==> config.mk <==
export PLATFORM = sky130hd
export DESIGN_NAME = cam_pixel_packer
export DESIGN_NICKNAME = d
export VERILOG_FILES = /design/src/rtl/cam_pkg.sv /design/src/rtl/cam_sync2.sv /design/src/rtl/cam_pixel_packer.sv
export SDC_FILE = /design/constraint.sdc
export NUM_CORES = 1
export LEC_CHECK = 0
export ABC_AREA = 0
export BUFFER_PORTS_ARGS = -buffer_cell sky130_fd_sc_hd__buf_2
export CAP_MARGIN = 10
export CORE_MARGIN = 2
export CORE_UTILIZATION = 55
export CTS_BUF_LIST = sky130_fd_sc_hd__clkbuf_8 sky130_fd_sc_hd__clkbuf_16
export DETAILED_ROUTE_END_ITERATION = 12
export PLACE_DENSITY = 0.79
export SLEW_MARGIN = 5
export SYNTH_ARGS = -nofsm -noshare
export SYNTH_HDL_FRONTEND = slang
export SYNTH_SLANG_ARGS = --single-unit
==> constraint.sdc <==
create_clock -name PCLKI -period 3.08 [get_ports PCLKI]
set_input_delay 0.154 -clock PCLKI [delete_from_list [all_inputs] [get_ports PCLKI]]
set_output_delay 0.154 -clock PCLKI [all_outputs]
set_load 0.02 [all_outputs]
==> src/rtl/cam_pkg.sv <==
// Shared types and constants for the camera capture front end.
package cam_pkg;

  typedef enum logic [1:0] {
    ST_IDLE    = 2'd0,
    ST_WAIT_VS = 2'd1,
    ST_CAPTURE = 2'd2,
    ST_DONE    = 2'd3
  } cam_state_e;

  localparam int CAM_WORDS_MAX = 2048;
  localparam int CAM_LANES     = 4;

endpackage

==> src/rtl/cam_sync2.sv <==
// Two-flop level synchronizer into the PCLKI domain, cleared by reset.
module cam_sync2 (
  input  logic PCLKI,
  input  logic WBs_RST_i,
  input  logic din,
  output logic dout
);

  logic meta_r;

  // Shift the asynchronous level through two flops
  always_ff @(posedge PCLKI or posedge WBs_RST_i) begin
    if (WBs_RST_i) begin
      meta_r <= 1'b0;
      dout   <= 1'b0;
    end else begin
      meta_r <= din;
      dout   <= meta_r;
    end
  end

endmodule

==> src/rtl/cam_pixel_packer.sv <==
// Single-shot camera frame capture: packs bytes into 32-bit words for the frame buffer.
// Optional test-pattern byte source compiled in with CAM_PACK_TEST_PATTERN_EN.
module cam_pixel_packer
  import cam_pkg::*;
#(
  parameter int WORDS_MAX = CAM_WORDS_MAX,
  parameter int ADR_W     = 11
) (
  input  logic             PCLKI,
  input  logic             WBs_RST_i,
  input  logic             VSYNCI,
  input  logic             HREFI,
  input  logic [7:0]       CAM_DAT_i,
  input  logic             cap_arm_i,
  input  logic             test_mode_i,
  output logic [31:0]      pack_dat_o,
  output logic [ADR_W-1:0] pack_adr_o,
  output logic             pack_vld_o,
  output logic             frame_done_o,
  output logic             busy_o,
  output logic [ADR_W:0]   words_o,
  output logic             ovf_o,
  output logic             partial_o
);

  localparam logic [ADR_W:0] WMAX_C      = (ADR_W+1)'(WORDS_MAX);
  localparam logic [ADR_W:0] ONE_C       = (ADR_W+1)'(1);
  localparam logic [1:0]     LANE_LAST_C = 2'(CAM_LANES - 1);

  cam_state_e       state_r, state_n_s;
  logic             arm_s;
  logic             vs1_r, vs2_r, href1_r, href2_r;
  logic [7:0]       dat1_r, byte_s;
  logic             byte_valid_s, vs_rise_s, vs_fall_s, href_fall_s;
  logic [1:0]       lane_r, lane_n_s;
  logic [23:0]      word_r, word_n_s;
  logic             fin_pend_r, fin_n_s;
  logic             emit_s;
  logic [31:0]      emit_dat_s, dat_n_s;
  logic [ADR_W-1:0] adr_n_s;
  logic [ADR_W:0]   words_n_s;
  logic             vld_n_s, done_n_s, ovf_n_s, part_n_s;

  cam_sync2 u_arm_sync (
    .PCLKI     (PCLKI),
    .WBs_RST_i (WBs_RST_i),
    .din       (cap_arm_i),
    .dout      (arm_s)
  );

  // S1 input register plus one extra stage of the strobes for edge detection
  always_ff @(posedge PCLKI or posedge WBs_RST_i) begin
    if (WBs_RST_i) begin
      vs1_r   <= 1'b0;
      vs2_r   <= 1'b0;
      href1_r <= 1'b0;
      href2_r <= 1'b0;
      dat1_r  <= 8'd0;
    end else begin
      vs1_r   <= VSYNCI;
      vs2_r   <= vs1_r;
      href1_r <= HREFI;
      href2_r <= href1_r;
      dat1_r  <= CAM_DAT_i;
    end
  end

  assign byte_valid_s = href1_r & vs1_r;
  assign vs_rise_s    = vs1_r & ~vs2_r;
  assign vs_fall_s    = ~vs1_r & vs2_r;
  assign href_fall_s  = ~href1_r & href2_r;

`ifdef CAM_PACK_TEST_PATTERN_EN
  logic [7:0] tp_cnt_r;

  // Test-pattern byte counter, restarted at each captured frame
  always_ff @(posedge PCLKI or posedge WBs_RST_i) begin
    if (WBs_RST_i) begin
      tp_cnt_r <= 8'd0;
    end else if (state_r == ST_WAIT_VS && vs_rise_s) begin
      tp_cnt_r <= byte_valid_s ? 8'd1 : 8'd0;
    end else if (state_r == ST_CAPTURE && byte_valid_s) begin
      tp_cnt_r <= tp_cnt_r + 8'd1;
    end else begin
      tp_cnt_r <= tp_cnt_r;
    end
  end

  assign byte_s = test_mode_i ? tp_cnt_r : dat1_r;
`else
  logic unused_test_mode_s;
  assign unused_test_mode_s = test_mode_i;
  assign byte_s = dat1_r;
`endif

  // Next-state, lane packing and emit/count decisions
  always_comb begin
    state_n_s  = state_r;
    lane_n_s   = lane_r;
    word_n_s   = word_r;
    fin_n_s    = 1'b0;
    emit_s     = 1'b0;
    emit_dat_s = 32'd0;
    dat_n_s    = pack_dat_o;
    adr_n_s    = pack_adr_o;
    vld_n_s    = 1'b0;
    done_n_s   = 1'b0;
    words_n_s  = words_o;
    ovf_n_s    = ovf_o;
    part_n_s   = partial_o;
    case (state_r)
      ST_IDLE: begin
        if (arm_s) state_n_s = ST_WAIT_VS;
        else       state_n_s = ST_IDLE;
      end
      ST_WAIT_VS: begin
        if (!arm_s) begin
          state_n_s = ST_IDLE;
        end else if (vs_rise_s) begin
          state_n_s = ST_CAPTURE;
          words_n_s = '0;
          ovf_n_s   = 1'b0;
          part_n_s  = 1'b0;
          // a byte may already be valid on the first frame cycle
          word_n_s  = {16'd0, byte_s};
          lane_n_s  = byte_valid_s ? 2'd1 : 2'd0;
        end else begin
          state_n_s = ST_WAIT_VS;
        end
      end
      ST_CAPTURE: begin
        if (!arm_s) begin
          state_n_s = ST_IDLE;
          lane_n_s  = 2'd0;
        end else if (fin_pend_r) begin
          done_n_s  = 1'b1;
          state_n_s = ST_DONE;
        end else if (byte_valid_s) begin
          case (lane_r)
            2'd0:    word_n_s[7:0]   = byte_s;
            2'd1:    word_n_s[15:8]  = byte_s;
            2'd2:    word_n_s[23:16] = byte_s;
            default: begin
              emit_s     = 1'b1;
              emit_dat_s = {byte_s, word_r};
            end
          endcase
          lane_n_s = (lane_r == LANE_LAST_C) ? 2'd0 : lane_r + 2'd1;
        end else if ((href_fall_s || vs_fall_s) && lane_r != 2'd0) begin
          emit_s   = 1'b1;
          part_n_s = 1'b1;
          lane_n_s = 2'd0;
          fin_n_s  = vs_fall_s;
          case (lane_r)
            2'd1:    emit_dat_s = {24'd0, word_r[7:0]};
            2'd2:    emit_dat_s = {16'd0, word_r[15:0]};
            default: emit_dat_s = {8'd0, word_r};
          endcase
        end else if (vs_fall_s) begin
          done_n_s  = 1'b1;
          state_n_s = ST_DONE;
        end else begin
          state_n_s = ST_CAPTURE;
        end
      end
      ST_DONE: begin
        if (!arm_s) state_n_s = ST_IDLE;
        else        state_n_s = ST_DONE;
      end
      default: begin
        state_n_s = ST_IDLE;
      end
    endcase
    if (emit_s) begin
      if (words_o == WMAX_C) begin
        ovf_n_s = 1'b1;
      end else begin
        vld_n_s   = 1'b1;
        dat_n_s   = emit_dat_s;
        adr_n_s   = words_o[ADR_W-1:0];
        words_n_s = words_o + ONE_C;
      end
    end else begin
      vld_n_s = 1'b0;
    end
  end

  // State, packing registers and registered outputs
  always_ff @(posedge PCLKI or posedge WBs_RST_i) begin
    if (WBs_RST_i) begin
      state_r      <= ST_IDLE;
      lane_r       <= 2'd0;
      word_r       <= 24'd0;
      fin_pend_r   <= 1'b0;
      pack_dat_o   <= 32'd0;
      pack_adr_o   <= '0;
      pack_vld_o   <= 1'b0;
      frame_done_o <= 1'b0;
      busy_o       <= 1'b0;
      words_o      <= '0;
      ovf_o        <= 1'b0;
      partial_o    <= 1'b0;
    end else begin
      state_r      <= state_n_s;
      lane_r       <= lane_n_s;
      word_r       <= word_n_s;
      fin_pend_r   <= fin_n_s;
      pack_dat_o   <= dat_n_s;
      pack_adr_o   <= adr_n_s;
      pack_vld_o   <= vld_n_s;
      frame_done_o <= done_n_s;
      busy_o       <= (state_n_s == ST_WAIT_VS) || (state_n_s == ST_CAPTURE);
      words_o      <= words_n_s;
      ovf_o        <= ovf_n_s;
      partial_o    <= part_n_s;
    end
  end

endmodule

==> flow_metrics.tcl, run 1 <==
set metrics [dict create \
    cp.depth 6 \
    synth_edf_count 0 \
    multiInputGateArea_sq_um 1490 \
    grt_overflow 0 \
    final_antenna_net_count 0 \
    timing.final.ws_setup_ns 0.605 \
    grt_use_total 0.215 \
    skew_ns 0.0174 \
    fillers 582 \
    nNetsFinal 477 \
    ys_seq_area_frac 0.617 \
    slew_headroom 0.453 \
    period_needed_ns 2.47 \
    syn_area_per_cell_sq_um 11.2 \
    coreArea_sq_um 7290 \
    cp_num_buf_inv 2 \
    yosys.area.top_type "dfrtp_1" \
    yosysTopAreaCellShare 0.617 \
    fin_tns_setup_ns 0 \
    yosys-top-cells-area "dfrtp_1, mux2_2, nand2_1" \
    cts_buffers 9 \
    grt_max_degree 70 \
    r2r_end "pack_dat_o[0]$_DFFE_PP0P_" \
    clk_latency_ns 0.37 \
    ctsResizeCount 0 \
    cts-htree-levels 3 \
    setup_viol 0 \
    crit_family "compound AO/OA/AOI/OAI gates" \
    fmax_mhz 404 \
    drc_errors 0 \
    synthCells 374 \
    drive_above_1_share 0.280 \
    yosys_warnings 0 \
    drv_slew 0 \
    fp.dieH_microns 91.2 \
    rows 31 \
    grt_setup_unrepaired "false" \
    endpoint "pack_dat_o[0]$_DFFE_PP0P_" \
    vias 2982 \
    cp.arrival_ns 2.73 \
    wl_microns 8120 \
    syn_nets 395 \
    worst-setup-path-type "flip-flop to flip-flop" \
    post_drt_via_cell_ratio 5.33 \
    grt_first_pass_wirelength_microns 14100 \
    dp_slack_ns 0.632 \
    synth_most_common_cell "dfrtp_1" \
    vdd_drop_max_mv 0.412 \
    clockBufferDepth 2 \
    start_kind "flip-flop" \
    outcome "finished, final reports clean" \
    antennaDiodeCount 0 \
    end_kind "flip-flop" \
    r2r_setup_slack_ns 0.61 \
    total_power_mw 2.51 \
    synth_commonest_cells "dfrtp_1, nand2_1, mux2_2, o21ai_0, nand3_1" \
    critPathSlowestCell "o211ai_4" \
    hold_violations 0 \
    power.density_nw_per_um2 509 \
    path_cells "inv_1 -> ha_1 -> a21oi_1 -> o211ai_4 -> buf_4 -> mux2_2" \
    reg2reg_depth 6 \
    synth_seq_cells 103 \
    worstReg2RegStart "lane_r[0]$_DFFE_PP0P_" \
    initial_core_util 0.573 \
    wire_per_inst_microns 14.5 \
    area_growth_pct 18.0 \
    grt_pass1_vias 2885 \
    critical_path.max_stage_delay_ns 0.57 \
    cts_tree "built" \
    place.gp.congestion 0.814 \
    min_path_type "flip-flop to flip-flop" \
    min_period_over_period 0.803 \
    required_ns 3.34 \
    drtIter0Drc 189 \
    async_reset_ff_frac 1.00 \
    seq_area_sq_um 2580 \
    num_io_pins 74 \
    worst_setup_hold_path_clk_slew_ns 0.09 \
    hpwl_microns 5650 \
    synth-main-ff-cell "dfrtp_1" \
    dieWidth_microns 91.2 \
    power.leakage_nw 2.50 \
    crit_fanout 37 \
    cts_root_buf "clkbuf_8" \
    first_pass_iters 6 \
    critical_path.startpoint "lane_r[0]$_DFFE_PP0P_" \
    syn-cell-area_sq_um 4180 \
    worst_pin_slew_ns 0.820 \
    maxCapViolations 0 \
    antenna_found_initial 0 \
    clkSinkCount 103 \
    ys_types 41 \
    die_area_sq_um 8310 \
    io_buffer_count 72 \
]
==> metrics by stage <==
step	cell area, sq um	hold WS, ns	cells	util
3_5_place_dp	4630	0.263	532	0.635
4_1_cts	4930	0.365	559	0.676
6_report	4930	0.364	559	0.676
5_1_grt	4930	0.370	559	0.676
2_1_floorplan	4180	0.185	374	-
3_3_place_gp	4630	0.261	532	0.635
==> registers in the layout, indices dropped and copies added, names as in the netlist, 2 cells and up <==
signal      cells
pack_adr_o     11
words_o        12
state_r         2
word_r         24
lane_r          2
byte_s          8
pack_dat_o     32
==> report_power, final <==
group          switching [mW]  leakage [nW]  internal, mW  total [mW]
combinational           0.139          1.03         0.106       0.245
sequential             0.0499          1.38          1.43        1.48
clock                   0.475        0.0893         0.305       0.780
total                   0.664          2.50          1.84        2.51
==> routing by layer <==
layer  up-vias  global-route usage  share of wire
met5         -                   0              0
met4         0              0.0669          0.016
met3        11              0.0564          0.047
met2        75               0.320           0.47
met1      1461               0.311           0.46
li1       1435                   -              -
==> cells by family after synthesis <==
| kind of cell | share of synthesized area |
|---|---|
| compound gates | 0.0851 |
| fa+ha+maj | 0.0210 |
| mux | 0.0887 |
| simple gates | 0.159 |
| buf+inv | 0.0290 |
| flops | 0.617 |
==> repair_timing <==
item | CTS | global route
hold endpoints to repair | 78 | 0
hold buffers | 12 | 0
setup buffers | 0 | 0
==> placed cells by master, fill, tap and decap left out, types with 2 or more instances in the layout <==
cell type | Yosys | final
or3_1 | 3 | 3
and3_1 | 2 | 2
buf_4 | 0 | 5
nand2_1 | 83 | 83
buf_2 | 3 | 72
inv_1 | 10 | 9
nand3_1 | 14 | 14
or2_1 | 3 | 3
dfrtp_1 | 103 | 103
a21oi_1 | 13 | 13
and2_1 | 10 | 10
o21ai_0 | 28 | 28
clkinv_4 | 0 | 3
ha_1 | 7 | 7
o31ai_1 | 7 | 7
nor4_1 | 4 | 4
nor3_1 | 4 | 4
dlygate4sd3_1 | 0 | 12
or4_1 | 4 | 4
mux2_2 | 32 | 32
inv_8 | 0 | 2
clkbuf_8 | 0 | 9
nor2_1 | 7 | 7
nand2b_1 | 4 | 4
==> worst min-delay path by stage <==
stage	from	cells past startpoint	to
after floorplan	CAM_DAT_i[0]	0	byte_s[0]$_DFF_PP0_
final	u_arm_sync.meta_r$_DFF_PP0_	0	u_arm_sync.dout$_DFF_PP0_
after global placement	CAM_DAT_i[4]	1	byte_s[4]$_DFF_PP0_
after CTS	u_arm_sync.meta_r$_DFF_PP0_	0	u_arm_sync.dout$_DFF_PP0_
after global routing	u_arm_sync.meta_r$_DFF_PP0_	0	u_arm_sync.dout$_DFF_PP0_
after detailed placement	CAM_DAT_i[1]	1	byte_s[1]$_DFF_PP0_
==> cell type report <==
type / instances / share of cell area
Sequential cell: 103 / 0.523
Multi-Input combinational cell: 242 / 0.302
Timing Repair Buffer: 89 / 0.105
Clock buffer: 9 / 0.0251
Tap cell: 99 / 0.0251
Clock inverter: 6 / 0.0114
Inverter: 11 / 0.00888
Note: power is estimated with default switching activity, not from simulation.
==> run 2, diff against run 1 <==
==> constraint.sdc (replaced) <==
create_clock -name PCLKI -period 2.55 [get_ports PCLKI]
set_input_delay 0.1275 -clock PCLKI [delete_from_list [all_inputs] [get_ports PCLKI]]
set_output_delay 0.1275 -clock PCLKI [all_outputs]
set_load 0.02 [all_outputs]
==> run 2 against run 1 <==
- global-route usage down 0.50 points
- clock power rose by 24%
- worst hold slack got worse by 0.0084 ns
- die area unchanged
- sequential power is 21% higher
- register-to-register slack got worse by 0.51 ns
- via count increased by 2.8%
- critical endpoint is now words_o[7]$_DFF_PP0_
- non-clock buffer count up 2
- largest power group unchanged
- routed wire length up 2.5%
- sequential cell count unchanged
- sequential share of layout area fell by 0.50 points
- combinational power grew 22%
==> flow_metrics.tcl, run 2 (same netlist as run 1, synthesis figures left out) <==
set metrics [dict create \
    met1Wirelength_microns 3800 \
    crit_top_cell "a21oi_1" \
    path_cells "inv_1 -> ha_1 -> a21oi_1 -> o211ai_4 -> or4_1 -> a21oi_1" \
    cp_num_buf_inv 1 \
    crit_family "compound AO/OA/AOI/OAI gates" \
    wl_met3_microns 426 \
    drtIter0Drc 156 \
    cp.arrival_ns 2.74 \
    fmax_mhz 408 \
    clkSinkCount 103 \
    timing.final.ws_setup_ns 0.0993 \
    hpwl_microns 5560 \
    fp.dieH_microns 91.2 \
    clockBufferDepth 2 \
    largest_reg_flops 32 \
    worst_setup_hold_path_clk_slew_ns 0.10 \
    final_antenna_net_count 0 \
    wl_microns 8330 \
    drive_above_1_share 0.287 \
    worst_pin_slew_ns 0.681 \
    fin_tns_setup_ns 0 \
    end_kind "flip-flop" \
    num_io_pins 74 \
    dieWidth_microns 91.2 \
    top_register "pack_dat_o" \
    cts_buffers 9 \
    final_cells 563 \
    cts-htree-levels 3 \
    power.density_nw_per_um2 614 \
    vdd_drop_max_mv 0.446 \
    cts_root_buf "clkbuf_8" \
    cts_tree "built" \
    clk_latency_ns 0.36 \
    grt_max_degree 104 \
    place.gp.congestion 0.782 \
    antennaDiodeCount 0 \
    post_cts_buffers 0 \
    fin_util 0.683 \
    layout_commonest_cell "dfrtp_1" \
    min_period_over_period 0.961 \
    critPathSlowestCell "or4_1" \
    nNetsFinal 480 \
    grt_use_total 0.210 \
    first_pass_iters 4 \
    outcome "finished, final reports clean" \
    routed.top_layer "met4" \
    crit_fanout 15 \
    worst-setup-path-type "flip-flop to flip-flop" \
    coreArea_sq_um 7290 \
    layout_common_cells "dfrtp_1, nand2_1, buf_2" \
    die_area_sq_um 8310 \
    holdWs_ns 0.356 \
    min_path_type "flip-flop to flip-flop" \
    antenna_found_initial 0 \
    start_kind "flip-flop" \
    skew_ns 0.0108 \
    setup_viol 0 \
    wire_per_inst_microns 14.8 \
    routed-wl-met2_microns 3950 \
    maxCapViolations 0 \
    drv_slew 0 \
    slew_headroom 0.546 \
    total_power_mw 3.06 \
    critical_path.max_stage_delay_ns 0.58 \
    grt_first_pass_wirelength_microns 13900 \
    hold_violations 0 \
    required_ns 2.84 \
    reg_top3 "pack_dat_o x32, word_r x24, words_o x12" \
    rows 31 \
    dpl_cell_area_sq_um 4660 \
    area_growth_pct 19.2 \
    vias 3066 \
    period_needed_ns 2.45 \
    post_drt_via_cell_ratio 5.45 \
    dp.cells 534 \
    grt_pass1_vias 2938 \
    initial_core_util 0.573 \
    power.leakage_nw 2.52 \
    io_buffer_count 72 \
    grt_overflow 0 \
    final_cell_area_sq_um 4980 \
    dp_slack_ns 0.143 \
    drc_errors 0 \
]
run 2: changes by cell type in the layout (fill, tap and decap cells not counted), sizes merged:
cell and delta:
buf +2, clkinv -2, o211ai +1, inv +1
clkinvlp +2
run 2: worst register-to-register path: cells and delay by family, from the launching register on:
family	cells	cell delay, ns
flip-flops	1	0.43
buffers and inverters	1	0.11
AND/OR/NAND/NOR	1	0.58
adder cells (fa/ha/maj)	1	0.27
AO/OA/AOI/OAI	3	1.00
run 2: area by class of cell:
type / instances / area [sq um]
fill: 564 / 2310
multi-input combinational: 243 / 1500
sequential: 103 / 2580
clock inverter: 7 / 62.6
tap: 99 / 124
timing repair buffer: 91 / 546
inverter: 11 / 45.0
clock buffer: 9 / 124
run 2: final timing paths:
| path | startpoint | to | slack, ns | depth (start not counted) |
|---|---|---|---|---|
| max in group asynchronous | WBs_RST_i | pack_dat_o[15]$_DFFE_PP0P_ | 1.71 | 4 |
| min | u_arm_sync.meta_r$_DFF_PP0_ | u_arm_sync.dout$_DFF_PP0_ | 0.36 | 0 |
| max reg2reg | lane_r[0]$_DFFE_PP0P_ | words_o[7]$_DFF_PP0_ | 0.1 | 6 |
| min reg2reg | u_arm_sync.meta_r$_DFF_PP0_ | u_arm_sync.dout$_DFF_PP0_ | 0.36 | 0 |
| min in group asynchronous | WBs_RST_i | u_arm_sync.meta_r$_DFF_PP0_ | 0.45 | 4 |
| max | lane_r[0]$_DFFE_PP0P_ | words_o[7]$_DFF_PP0_ | 0.1 | 6 |
run 2: routing by layer:
metal / GRT usage / vias up
met5: 0 / -
met4: 0.102 / 0
met3: 0.0324 / 11
met2: 0.327 / 95
met1: 0.290 / 1513
li1: - / 1447
run 2: power breakdown:
group,switching (mW),total (mW),internal [mW]
Clock,0.589,0.967,0.377
Combinational,0.171,0.300,0.130
Sequential,0.0582,1.79,1.73
Total,0.818,3.06,2.24
run 2: repair_timing:
| action | CTS | global route |
|---|---|---|
| gates resized for setup | 0 | 0 |
| endpoints found under the setup margin | 0 | 18 |
| endpoints found under the hold margin | 114 | 0 |
| hold buffers | 12 | 0 |
==> run 3, diff against run 2 <==
--- a/config.mk
+++ b/config.mk
@@ -9,11 +9,12 @@
 export BUFFER_PORTS_ARGS = -buffer_cell sky130_fd_sc_hd__buf_2
 export CAP_MARGIN = 10
 export CORE_MARGIN = 2
-export CORE_UTILIZATION = 55
+export CORE_UTILIZATION = 56
 export CTS_BUF_LIST = sky130_fd_sc_hd__clkbuf_8 sky130_fd_sc_hd__clkbuf_16
 export DETAILED_ROUTE_END_ITERATION = 12
 export PLACE_DENSITY = 0.79
 export SLEW_MARGIN = 5
 export SYNTH_ARGS = -nofsm -noshare
 export SYNTH_HDL_FRONTEND = slang
+export SYNTH_HIERARCHICAL = 1
 export SYNTH_SLANG_ARGS = --single-unit
==> run 3 against run 2 <==
- die area up 5.4%
- core utilization is 1.3 points lower
- clock power is 4.4% lower
- design area increased by 4.4%
- worst hold slack got worse by 0.17 ns
- register-to-register slack improved by 0.24 ns
- synthesized area is 7.6% higher
- critical endpoint is now pack_dat_o[1]$_DFFE_PP0P_
- largest cell class unchanged
==> flow_metrics.tcl, run 3 <==
set metrics [dict create \
    cts-htree-levels 3 \
    start_kind "flip-flop" \
    total_power_mw 2.98 \
    hpwl_microns 5950 \
    wl_microns 8620 \
    initial_core_util 0.579 \
    power.leakage_nw 2.63 \
    drv_slew 0 \
    hold_violations 0 \
    worstReg2RegStart "words_o[0]$_DFF_PP0_" \
    fp.dieH_microns 93.6 \
    syn_nets 397 \
    synthCells 376 \
    critPathSlowestCell "dfrtp_1" \
    grt_setup_unrepaired "false" \
    syn_area_per_cell_sq_um 12.0 \
    antennaDiodeCount 0 \
    grt_use_total 0.210 \
    pwr-share-clk 0.310 \
    combPwrFrac 0.094 \
    drive_above_1_share 0.311 \
    power_frac_seq 0.595 \
    min_period_over_period 0.868 \
    io_buffer_count 72 \
    fin_tns_setup_ns 0 \
    worst-setup-path-type "flip-flop to flip-flop" \
    syn-cell-area_sq_um 4500 \
    clkSinkCount 103 \
    die_area_sq_um 8760 \
    yosysTopAreaCellShare 0.573 \
    min_path_type "input pin to async pin" \
    cp.arrival_ns 2.46 \
    grt_max_degree 42 \
    dieWidth_microns 93.6 \
    grt_pass1_vias 2850 \
    synth_adder_area_share 0.0195 \
    drtIter0Drc 105 \
    grt_use_met2 0.326 \
    met3_usage 0.0387 \
    yosys-top-cells-area "dfrtp_1, mux2_4, nand2_1" \
    async_reset_ff_frac 1.00 \
    yosys.area.top_type "dfrtp_1" \
    ys_types 54 \
    layout_commonest_cell "dfrtp_1" \
    setup_viol 0 \
    antenna_found_initial 0 \
    synth_most_common_cell "dfrtp_1" \
    period_needed_ns 2.21 \
    nNetsFinal 482 \
    power.density_nw_per_um2 573 \
    final_antenna_net_count 0 \
    drc_errors 0 \
    place.gp.congestion 0.812 \
    switchingPower_uw 748 \
    path_cells "inv_1 -> ha_1 -> and4bb_2 -> nand3_1 -> o211ai_4 -> buf_12 -> mux2_4" \
    synthSimpleGateAreaFrac 0.155 \
    r2r_setup_slack_ns 0.34 \
    grt.met1_usage 0.292 \
    synth_seq_cells 103 \
    required_ns 2.80 \
    end_kind "flip-flop" \
    cts_root_buf "clkbuf_8" \
    post_drt_via_cell_ratio 5.23 \
    clockBufferDepth 2 \
    reg2reg_depth 7 \
    skew_ns 0.0139 \
    p_int_mw 2.23 \
    synth_edf_count 0 \
    synthMuxAreaShare 0.120 \
    switching_share 0.251 \
    worst_setup_hold_path_clk_slew_ns 0.09 \
    area_growth_pct 15.7 \
    dp_slack_ns 0.358 \
    vdd_drop_max_mv 0.345 \
    wire_per_inst_microns 15.2 \
    coreArea_sq_um 7770 \
    largest_reg_flops 32 \
    maxCapViolations 0 \
    synth-main-ff-cell "dfrtp_1" \
    num_io_pins 74 \
    cts_tree "built" \
    synth_xor_xnor_area_share 0 \
    synth_top_family_by_area "simple AND/OR/NAND/NOR gates" \
    slew_headroom 0.412 \
    grt-busiest-layer "met2" \
    synth_commonest_cells "dfrtp_1, nand2_1, mux2_4, o21ai_0, o21ai_1" \
    cts_buffers 9 \
    layout_common_cells "dfrtp_1, nand2_1, buf_2" \
    holdWs_ns 0.185 \
    top_register "pack_dat_o" \
    fmax_mhz 452 \
    grt_first_pass_wirelength_microns 14100 \
    vias 2972 \
    grt_overflow 0 \
    crit_fanout 28 \
    timing.final.ws_setup_ns 0.337 \
    rows 32 \
    outcome "finished, final reports clean" \
    first_pass_iters 4 \
    r2r_end "pack_dat_o[1]$_DFFE_PP0P_" \
    synth_compound_area_frac 0.0899 \
    fin_util 0.669 \
    clk_latency_ns 0.37 \
    worst_pin_slew_ns 0.880 \
    fillers 591 \
    critical_path.max_stage_delay_ns 0.48 \
    yosys_warnings 6 \
    reg_top3 "pack_dat_o x32, word_r x24, words_o x12" \
    ys_seq_area_frac 0.573 \
]
==> run 3: cell types whose count changed after synthesis, sizes merged, moves of 5 or more <==
cell / delta
o31ai: -5
clkbuf: -7
a21oi: -6
mux2i: +5
nand2: +6
==> run 3: stage by stage <==
step | instance area [sq um] | std cells
floorplan | 4500 | 376
global placement | 4900 | 540
detailed placement | 4900 | 540
CTS | 5200 | 568
global route | 5200 | 568
finish | 5200 | 568
==> run 3: cells by family (layout without fill, tap and decap cells) <==
logic type	count (synthesis)	count (layout)
AOI/OAI and AO/OA	59	59
adders and majority gates	7	7
buffers and inverters	27	117
DFF	103	103
muxes	38	38
and+or+nand+nor	142	142
==> run 3: how the worst max path moves through the flow <==
stage                          startpoint                   endpoint  slack [ns]  depth (start not counted)
floorplan            words_o[0]$_DFF_PP0_  pack_dat_o[1]$_DFFE_PP0P_        0.66                          7
detailed placement  lane_r[1]$_DFFE_PP0P_  pack_dat_o[1]$_DFFE_PP0P_        0.36                          6
global route         words_o[0]$_DFF_PP0_  pack_dat_o[1]$_DFFE_PP0P_        0.18                          7
finish               words_o[0]$_DFF_PP0_  pack_dat_o[1]$_DFFE_PP0P_        0.34                          7
global placement     words_o[0]$_DFF_PP0_  pack_dat_o[2]$_DFFE_PP0P_        0.44                          7
CTS                  words_o[0]$_DFF_PP0_  pack_dat_o[1]$_DFFE_PP0P_        0.33                          7
==> run 3: what timing repair did <==
action / in CTS / in global routing
hold buffers: 12 / 0
endpoints found under the hold margin: 52 / 0
resized for setup: 0 / 0
buffers inserted: 0 / 0
==> run 3: power groups by stage <==
stage / sequential [mW] / combinational (mW) / clock [mW]
2_1_floorplan: 1.80 / 0.192 / 0
3_3_place_gp: 1.80 / 0.261 / 0
3_5_place_dp: 1.80 / 0.269 / 0
4_1_cts: 1.77 / 0.284 / 0.935
5_1_grt: 1.78 / 0.309 / 1.01
6_report: 1.77 / 0.281 / 0.924
==> run 3: worst max-delay path: cells and delay by family, from the launching register on <==
kind / cells / cell delay [ns]
compound gates: 1 / 0.31
fa+ha+maj: 1 / 0.19
buf+inv: 2 / 0.40
flops: 1 / 0.48
mux: 1 / 0.32
simple gates: 2 / 0.39
==> run 3: final cells by class <==
type / instances / area (sq um) / area share
Clock buffer: 10 / 138 / 0.0265
Clock inverter: 6 / 37.5 / 0.00722
Inverter: 12 / 48.8 / 0.00938
Multi-Input combinational cell: 246 / 1730 / 0.332
Sequential cell: 103 / 2580 / 0.496
Tap cell: 102 / 128 / 0.0245
Timing Repair Buffer: 89 / 543 / 0.104
==> run 3: per-layer routing <==
metal  share of wire  vias to the layer above
met5               0                        -
met4           0.019                        0
met3           0.037                       12
met2            0.48                       71
met1            0.47                     1444
li1                -                     1445
